File: config.mk
export PLATFORM = sky130hd
export DESIGN_NAME = uart_program_loader
export DESIGN_NICKNAME = d
export VERILOG_FILES = /design/src/rtl/uart_program_loader_pkg.sv /design/src/rtl/uart_program_loader_rx_core.sv /design/src/rtl/uart_program_loader.sv
export SDC_FILE = /design/constraint.sdc
export NUM_CORES = 1
export LEC_CHECK = 0
export BUFFER_PORTS_ARGS = -buffer_cell sky130_fd_sc_hd__buf_2
export CORE_ASPECT_RATIO = 0.9
export CORE_MARGIN = 4
export CORE_UTILIZATION = 25
export DETAILED_ROUTE_END_ITERATION = 12
export GPL_TIMING_DRIVEN = 1
export PLACE_DENSITY = 0.44
export SYNTH_ARGS = -nofsm -noshare
export SYNTH_HDL_FRONTEND = slang
export SYNTH_SLANG_ARGS = --single-unit
File: constraint.sdc
create_clock -name clock -period 3.2 [get_ports clock]
set_clock_uncertainty 0.05 [all_clocks]
set_input_delay 0 -clock clock [delete_from_list [all_inputs] [get_ports clock]]
set_output_delay 0 -clock clock [all_outputs]
set_load 0.1 [all_outputs]
File: src/rtl/uart_program_loader_pkg.sv
// Shared constants for the UART program loader.
// Holds the receiver and loader state encodings and the default bit timing.
package uart_program_loader_pkg;

  // 50 MHz clock divided down to 115200 baud.
  localparam int DEFAULT_CLKS_PER_BIT = 434;

  localparam logic [1:0] RX_IDLE  = 2'd0;
  localparam logic [1:0] RX_START = 2'd1;
  localparam logic [1:0] RX_DATA  = 2'd2;
  localparam logic [1:0] RX_STOP  = 2'd3;

  localparam logic [2:0] L_LEN_HI  = 3'd0;
  localparam logic [2:0] L_LEN_LO  = 3'd1;
  localparam logic [2:0] L_DATA_HI = 3'd2;
  localparam logic [2:0] L_DATA_LO = 3'd3;
  localparam logic [2:0] L_DONE    = 3'd4;
  localparam logic [2:0] L_ERROR   = 3'd5;

endpackage

File: src/rtl/uart_program_loader_rx_core.sv
// 8N1 serial receiver: synchronizes the line, samples at bit midpoints,
// emits a one-cycle byte_valid or stop_error per received frame.
module uart_rx_core
  import uart_program_loader_pkg::*;
#(
  parameter int CLKS_PER_BIT = DEFAULT_CLKS_PER_BIT
) (
  input  logic       clock,
  input  logic       reset,
  input  logic       rx,
  output logic       byte_valid,
  output logic [7:0] data_byte,
  output logic       stop_error
);

  localparam int CNT_W = $clog2(CLKS_PER_BIT) + 1;
  localparam logic [CNT_W-1:0] HALF_LAST = CNT_W'(CLKS_PER_BIT / 2 - 1);
  localparam logic [CNT_W-1:0] BIT_LAST  = CNT_W'(CLKS_PER_BIT - 1);

  logic             sync_0;
  logic             sync_1;
  logic             rx_prev;
  logic [1:0]       state;
  logic [CNT_W-1:0] count;
  logic [2:0]       bit_index;
  logic [7:0]       shift;

  // Synchronizer flops idle high so reset never looks like a start bit.
  always_ff @(posedge clock or negedge reset) begin
    if (!reset) begin
      sync_0  <= 1'b1;
      sync_1  <= 1'b1;
      rx_prev <= 1'b1;
    end else begin
      sync_0  <= rx;
      sync_1  <= sync_0;
      rx_prev <= sync_1;
    end
  end

  always_ff @(posedge clock or negedge reset) begin
    if (!reset) begin
      state      <= RX_IDLE;
      count      <= '0;
      bit_index  <= '0;
      shift      <= '0;
      byte_valid <= 1'b0;
      data_byte  <= '0;
      stop_error <= 1'b0;
    end else begin
      byte_valid <= 1'b0;
      stop_error <= 1'b0;
      case (state)
        RX_IDLE: begin
          if (rx_prev && !sync_1) begin
            state <= RX_START;
            count <= '0;
          end
        end
        RX_START: begin
          // A line that is high again at mid start bit was only a glitch.
          if (count == HALF_LAST) begin
            count     <= '0;
            bit_index <= '0;
            state     <= sync_1 ? RX_IDLE : RX_DATA;
          end else begin
            count <= count + CNT_W'(1);
          end
        end
        RX_DATA: begin
          if (count == BIT_LAST) begin
            count <= '0;
            shift <= {sync_1, shift[7:1]};
            if (bit_index == 3'd7) begin
              state <= RX_STOP;
            end else begin
              bit_index <= bit_index + 3'd1;
            end
          end else begin
            count <= count + CNT_W'(1);
          end
        end
        RX_STOP: begin
          if (count == BIT_LAST) begin
            count <= '0;
            state <= RX_IDLE;
            if (sync_1) begin
              byte_valid <= 1'b1;
              data_byte  <= shift;
            end else begin
              stop_error <= 1'b1;
            end
          end else begin
            count <= count + CNT_W'(1);
          end
        end
        default: state <= RX_IDLE;
      endcase
    end
  end

endmodule

File: src/rtl/uart_program_loader.sv
// Boot loader: receives a length-prefixed program over UART and writes it
// word by word into instruction memory, holding the processor off meanwhile.
module uart_program_loader
  import uart_program_loader_pkg::*;
#(
  parameter int ADDR_WIDTH        = 14,
  parameter int INSTRUCTION_WIDTH = 16,
  parameter int CLKS_PER_BIT      = DEFAULT_CLKS_PER_BIT
) (
  input  logic                         clock,
  input  logic                         reset,
  input  logic                         uart_rx,
  output logic                         mem_write_enable,
  output logic [ADDR_WIDTH-1:0]        mem_address,
  output logic [INSTRUCTION_WIDTH-1:0] mem_data,
  output logic                         loading,
  output logic                         done,
  output logic                         framing_error
);

  localparam int CW = ADDR_WIDTH + 1;
  localparam logic [CW-1:0] MAX_WORDS = CW'(1) << ADDR_WIDTH;

  logic          byte_valid;
  logic [7:0]    rx_byte;
  logic          stop_error;
  logic [2:0]    state;
  logic [7:0]    len_hi;
  logic [7:0]    data_hi;
  logic [CW-1:0] word_count;
  logic [CW-1:0] write_index;
  logic [CW-1:0] next_index;
  logic [CW-1:0] clamped_count;
  logic [15:0]   header;

  uart_rx_core #(
    .CLKS_PER_BIT(CLKS_PER_BIT)
  ) u_rx (
    .clock     (clock),
    .reset     (reset),
    .rx        (uart_rx),
    .byte_valid(byte_valid),
    .data_byte (rx_byte),
    .stop_error(stop_error)
  );

  assign header     = {len_hi, rx_byte};
  assign next_index = write_index + CW'(1);

  // Programs longer than the memory are truncated to its size.
  always_comb begin
    clamped_count = CW'(header);
    if (32'(header) > 32'(MAX_WORDS)) begin
      clamped_count = MAX_WORDS;
    end
  end

  always_ff @(posedge clock or negedge reset) begin
    if (!reset) begin
      state            <= L_LEN_HI;
      len_hi           <= '0;
      data_hi          <= '0;
      word_count       <= '0;
      write_index      <= '0;
      mem_write_enable <= 1'b0;
      mem_address      <= '0;
      mem_data         <= '0;
      loading          <= 1'b0;
      done             <= 1'b0;
      framing_error    <= 1'b0;
    end else begin
      mem_write_enable <= 1'b0;
      if (stop_error) begin
        // A finished program stays valid; anything in flight is abandoned.
        framing_error <= 1'b1;
        if (state != L_DONE) begin
          state   <= L_ERROR;
          loading <= 1'b0;
        end
      end else begin
        case (state)
          L_LEN_HI: begin
            if (byte_valid) begin
              len_hi  <= rx_byte;
              loading <= 1'b1;
              state   <= L_LEN_LO;
            end
          end
          L_LEN_LO: begin
            if (byte_valid) begin
              write_index <= '0;
              word_count  <= clamped_count;
              state       <= (header == 16'd0) ? L_DONE : L_DATA_HI;
            end
          end
          L_DATA_HI: begin
            if (byte_valid) begin
              data_hi <= rx_byte;
              state   <= L_DATA_LO;
            end
          end
          L_DATA_LO: begin
            if (byte_valid) begin
              mem_write_enable <= 1'b1;
              mem_data         <= INSTRUCTION_WIDTH'({data_hi, rx_byte});
              mem_address      <= write_index[ADDR_WIDTH-1:0];
              write_index      <= next_index;
              state            <= (next_index == word_count) ? L_DONE : L_DATA_HI;
            end
          end
          // Entered on the final strobe, so done rises as that strobe clears.
          L_DONE: begin
            loading <= 1'b0;
            done    <= 1'b1;
          end
          L_ERROR: loading <= 1'b0;
          default: state <= L_ERROR;
        endcase
      end
    end
  end

endmodule

==> flow_summary.json <==
{
  "cts_buffer_depth": 2,
  "clk_latency_ns": 0.42,
  "place_congestion": 0.829,
  "cp-startpoint": "write_index[0]$_DFFE_PN0P_",
  "r2r_start": "write_index[0]$_DFFE_PN0P_",
  "drtPass1Iterations": 4,
  "htreeDepth": 4,
  "grt_busiest_layer": "met1",
  "dr.first_iter.drc_count": 191,
  "synth_top_flop_cell": "dfrtp_1",
  "reg2reg_slack_ns": 0.41,
  "ys_seq_area_share_pct": 53.8,
  "min_period_ns": 2.79,
  "synthArstFlopShare_pct": 100,
  "finalSetupViolations": 0,
  "drive_above_1_share_pct": 26.3,
  "fmax_mhz": 359,
  "crit_type": "register to register",
  "hold_viol": 0,
  "track_usage_pct": 11.5,
  "antenna_left": 0,
  "fin_nets": 548,
  "avgRoutedWirePerCell_um": 15.8,
  "syn_to_final_growth_pct": 19.2,
  "num_vias": 3942,
  "swShare_pct": 25.7,
  "synth.distinct_cells": 61,
  "rsz0062_at_grt": "no",
  "irDropWorstVdd_mv": 0.380,
  "endpoint_kind": "register",
  "fp.dieW_um": 165,
  "cts_buffers": 17,
  "intPower_mw": 2.77,
  "grt_max_degree": 45,
  "seqPwrFrac_pct": 44.3,
  "seq_area_um2": 2980,
  "portBuffers": 36,
  "max-cap-violations": 0,
  "switchingPower_uw": 957,
  "r2r-end": "state[1]$_DFFE_PN0P_",
  "hp-class": "input pin to async pin",
  "drv_slew": 0,
  "fin_cells": 843,
  "status": "finished, final reports clean",
  "synth_area_um2": 5550,
  "stdcell_area_um2": 6610,
  "use_met1_pct": 16.5,
  "n_antenna_cell": 0,
  "start_util_pct": 25.6,
  "syn_inst": 502,
  "syn_avg_cell_area_um2": 11.0,
  "rows": 51,
  "pwr_density_cell_nw_per_um2": 564,
  "first_global_vias": 3960,
  "finalCritPeriodShare_pct": 87.1,
  "worstPathArrival_ns": 3.05,
  "p_comb_share_pct": 6.2,
  "drt-vias-per-instance": 4.68,
  "antenna_found_initial": 0,
  "yosysWarnings": 0,
  "yosys_register_bits": 119,
  "root_buffer": "clkbuf_16",
  "die_h_um": 149,
  "io_pins": 37,
  "gr-usage-met3_pct": 2.87,
  "dp_hpwl_um": 9100,
  "start_kind": "register",
  "synth-edff-count": 0,
  "tns_ns": 0,
  "cts.sinks": 119,
  "multi_input_area_um2": 2380,
  "grt_pass1_wl_um": 22100,
  "crit_required_ns": 3.46,
  "met2_usage_pct": 16.3,
  "r2r_cells": 7,
  "core_um2": 21700,
  "clk_pin_slew_ns": 0.06,
  "place_area_um2": 6010,
  "cts_tree": "yes",
  "relSlewSlack_pct": 56.5,
  "grt-ovfl-total": 0,
  "worstPathMaxFanout": 11,
  "drc": 0,
  "finalWirelength_um": 13300,
  "cellLeakagePower_nw": 3.11,
  "synth_fp_nets": 511,
  "post_cts_buffers": 0,
  "worstMarginPinSlew_ns": 0.650,
  "clkPwrFrac_pct": 49.5,
  "endpoint": "state[1]$_DFFE_PN0P_",
  "fillers": 2266,
  "dp.cells": 809,
  "dieArea_um2": 24600
}
[layout make-up]
| cell class | instances | share of cell area, % |
|---|---|---|
| Tap cell | 291 | 5.51 |
| Sequential cell | 119 | 45.1 |
| Inverter | 10 | 0.568 |
| Clock buffer | 18 | 6.65 |
| Multi-Input combinational cell | 345 | 36.1 |
| Timing Repair Buffer | 46 | 3.98 |
| Clock inverter | 14 | 2.12 |
[cell usage in the layout (no fill, tap or decap), drive strengths merged, types with 3 or more instances in the layout]
master  synthesis  layout
a31oi           4       4
nor4            3       3
and4            4       4
o21ai          34      34
or4             4       4
clkinv          1       6
ha              6       6
nor2           18      18
o31ai          12      12
nand2b          7       7
dfrtp         116     116
a22o           14      14
or2             4       4
or3             5       5
and3            7       7
a21o            3       3
nand4          10      10
xnor2          11      11
dfstp           3       3
nor3            7       7
clkbuf         15      18
mux2           55      55
buf            13      44
nand3          13      13
nand2          71      71
nor2b           3       3
a21oi          12      12
xor2            6       6
inv             9      15
[layer usage]
| layer | wire length [um] | vias up |
|---|---|---|
| met5 | 0 | - |
| met4 | 201 | 0 |
| met3 | 526 | 15 |
| met2 | 5900 | 84 |
| met1 | 6710 | 1947 |
| li1 | - | 1896 |
[registers in the layout, indices dropped and copies added, names as in the netlist, 10 cells and up, named ones only]
signal       count
mem_data        16
write_index     15
mem_address     14
word_count      15
u_rx.count      10
[power groups by stage]
stage / registers, mW / clock network [mW] / logic [mW]
2_1_floorplan: 1.64 / 0 / 0.168
3_3_place_gp: 1.67 / 0 / 0.216
3_5_place_dp: 1.68 / 0 / 0.234
4_1_cts: 1.65 / 1.91 / 0.237
5_1_grt: 1.67 / 1.99 / 0.275
6_report: 1.65 / 1.85 / 0.231
[through the flow]
stage	hold WS [ns]	power (mW)	worst slack (ns)	util (%)
5_1_grt	0.166	3.93	0.286	30.5
3_5_place_dp	0.00997	1.91	0.439	27.7
2_1_floorplan	-0.346	1.81	0.774	-
6_report	0.0889	3.73	0.414	30.5
4_1_cts	0.120	3.80	0.431	30.5
3_3_place_gp	0.0120	1.89	0.511	27.7
[worst min path at each step]
stage / start / end / slack, ns / cells past startpoint
5_1_grt: reset / mem_address[1]$_DFFE_PN0P_ / 0.17 / 2
3_3_place_gp: reset / mem_address[2]$_DFFE_PN0P_ / 0.01 / 1
3_5_place_dp: reset / mem_address[2]$_DFFE_PN0P_ / 0.01 / 1
2_1_floorplan: reset / async pin / -0.35 / 0
6_report: reset / mem_address[2]$_DFFE_PN0P_ / 0.09 / 2
4_1_cts: reset / mem_address[2]$_DFFE_PN0P_ / 0.12 / 2
[repair_timing]
action,4_1_cts,5_1_grt
gates resized for setup,0,0
hold buffers,2,0
endpoints found under the hold margin,42,0
setup endpoints to repair,0,0
[cells in the mapped netlist (7+ instances only)]
| cell type | n | area share [%] |
|---|---|---|
| dfrtp_1 | 116 | 52 |
| nand2_1 | 71 | 4.8 |
| mux2_2 | 55 | 11 |
| o21ai_0 | 33 | 3.0 |
| nor2_1 | 18 | 1.2 |
| a22o_1 | 14 | 2.2 |
| clkbuf_1 | 14 | 0.95 |
| a21oi_1 | 12 | 1.1 |
| nand3_1 | 12 | 1.1 |
| o31ai_1 | 12 | 1.6 |
| xnor2_1 | 11 | 1.7 |
| nand4_1 | 10 | 1.1 |
| inv_1 | 9 | 0.61 |
| and3_1 | 7 | 0.79 |
| buf_2 | 7 | 0.63 |
| nand2b_1 | 7 | 0.79 |
[logic make-up (layout without fill, tap and decap cells)]
group / Yosys count / after routing / share of synthesized area, %
DFF: 119 / 119 / 53.8
muxes: 57 / 57 / 11.5
buffers and inverters: 38 / 88 / 3.29
adders and majority gates: 6 / 6 / 1.35
xor gates and xnor gates: 17 / 17 / 2.68
and+or+nand+nor: 165 / 165 / 15.1
AOI/OAI and AO/OA: 100 / 100 / 12.2
[worst max-delay path, cell delays in order (launching register included)]
cell and delay (ns):
dfrtp_1 0.50, ha_1 0.35, nand4_1 0.16, or3_1 0.22, o311ai_1 0.13, or4b_1 0.55
or4_1 0.54, o21ba_1 0.18
(Power assumes the default switching activity.)
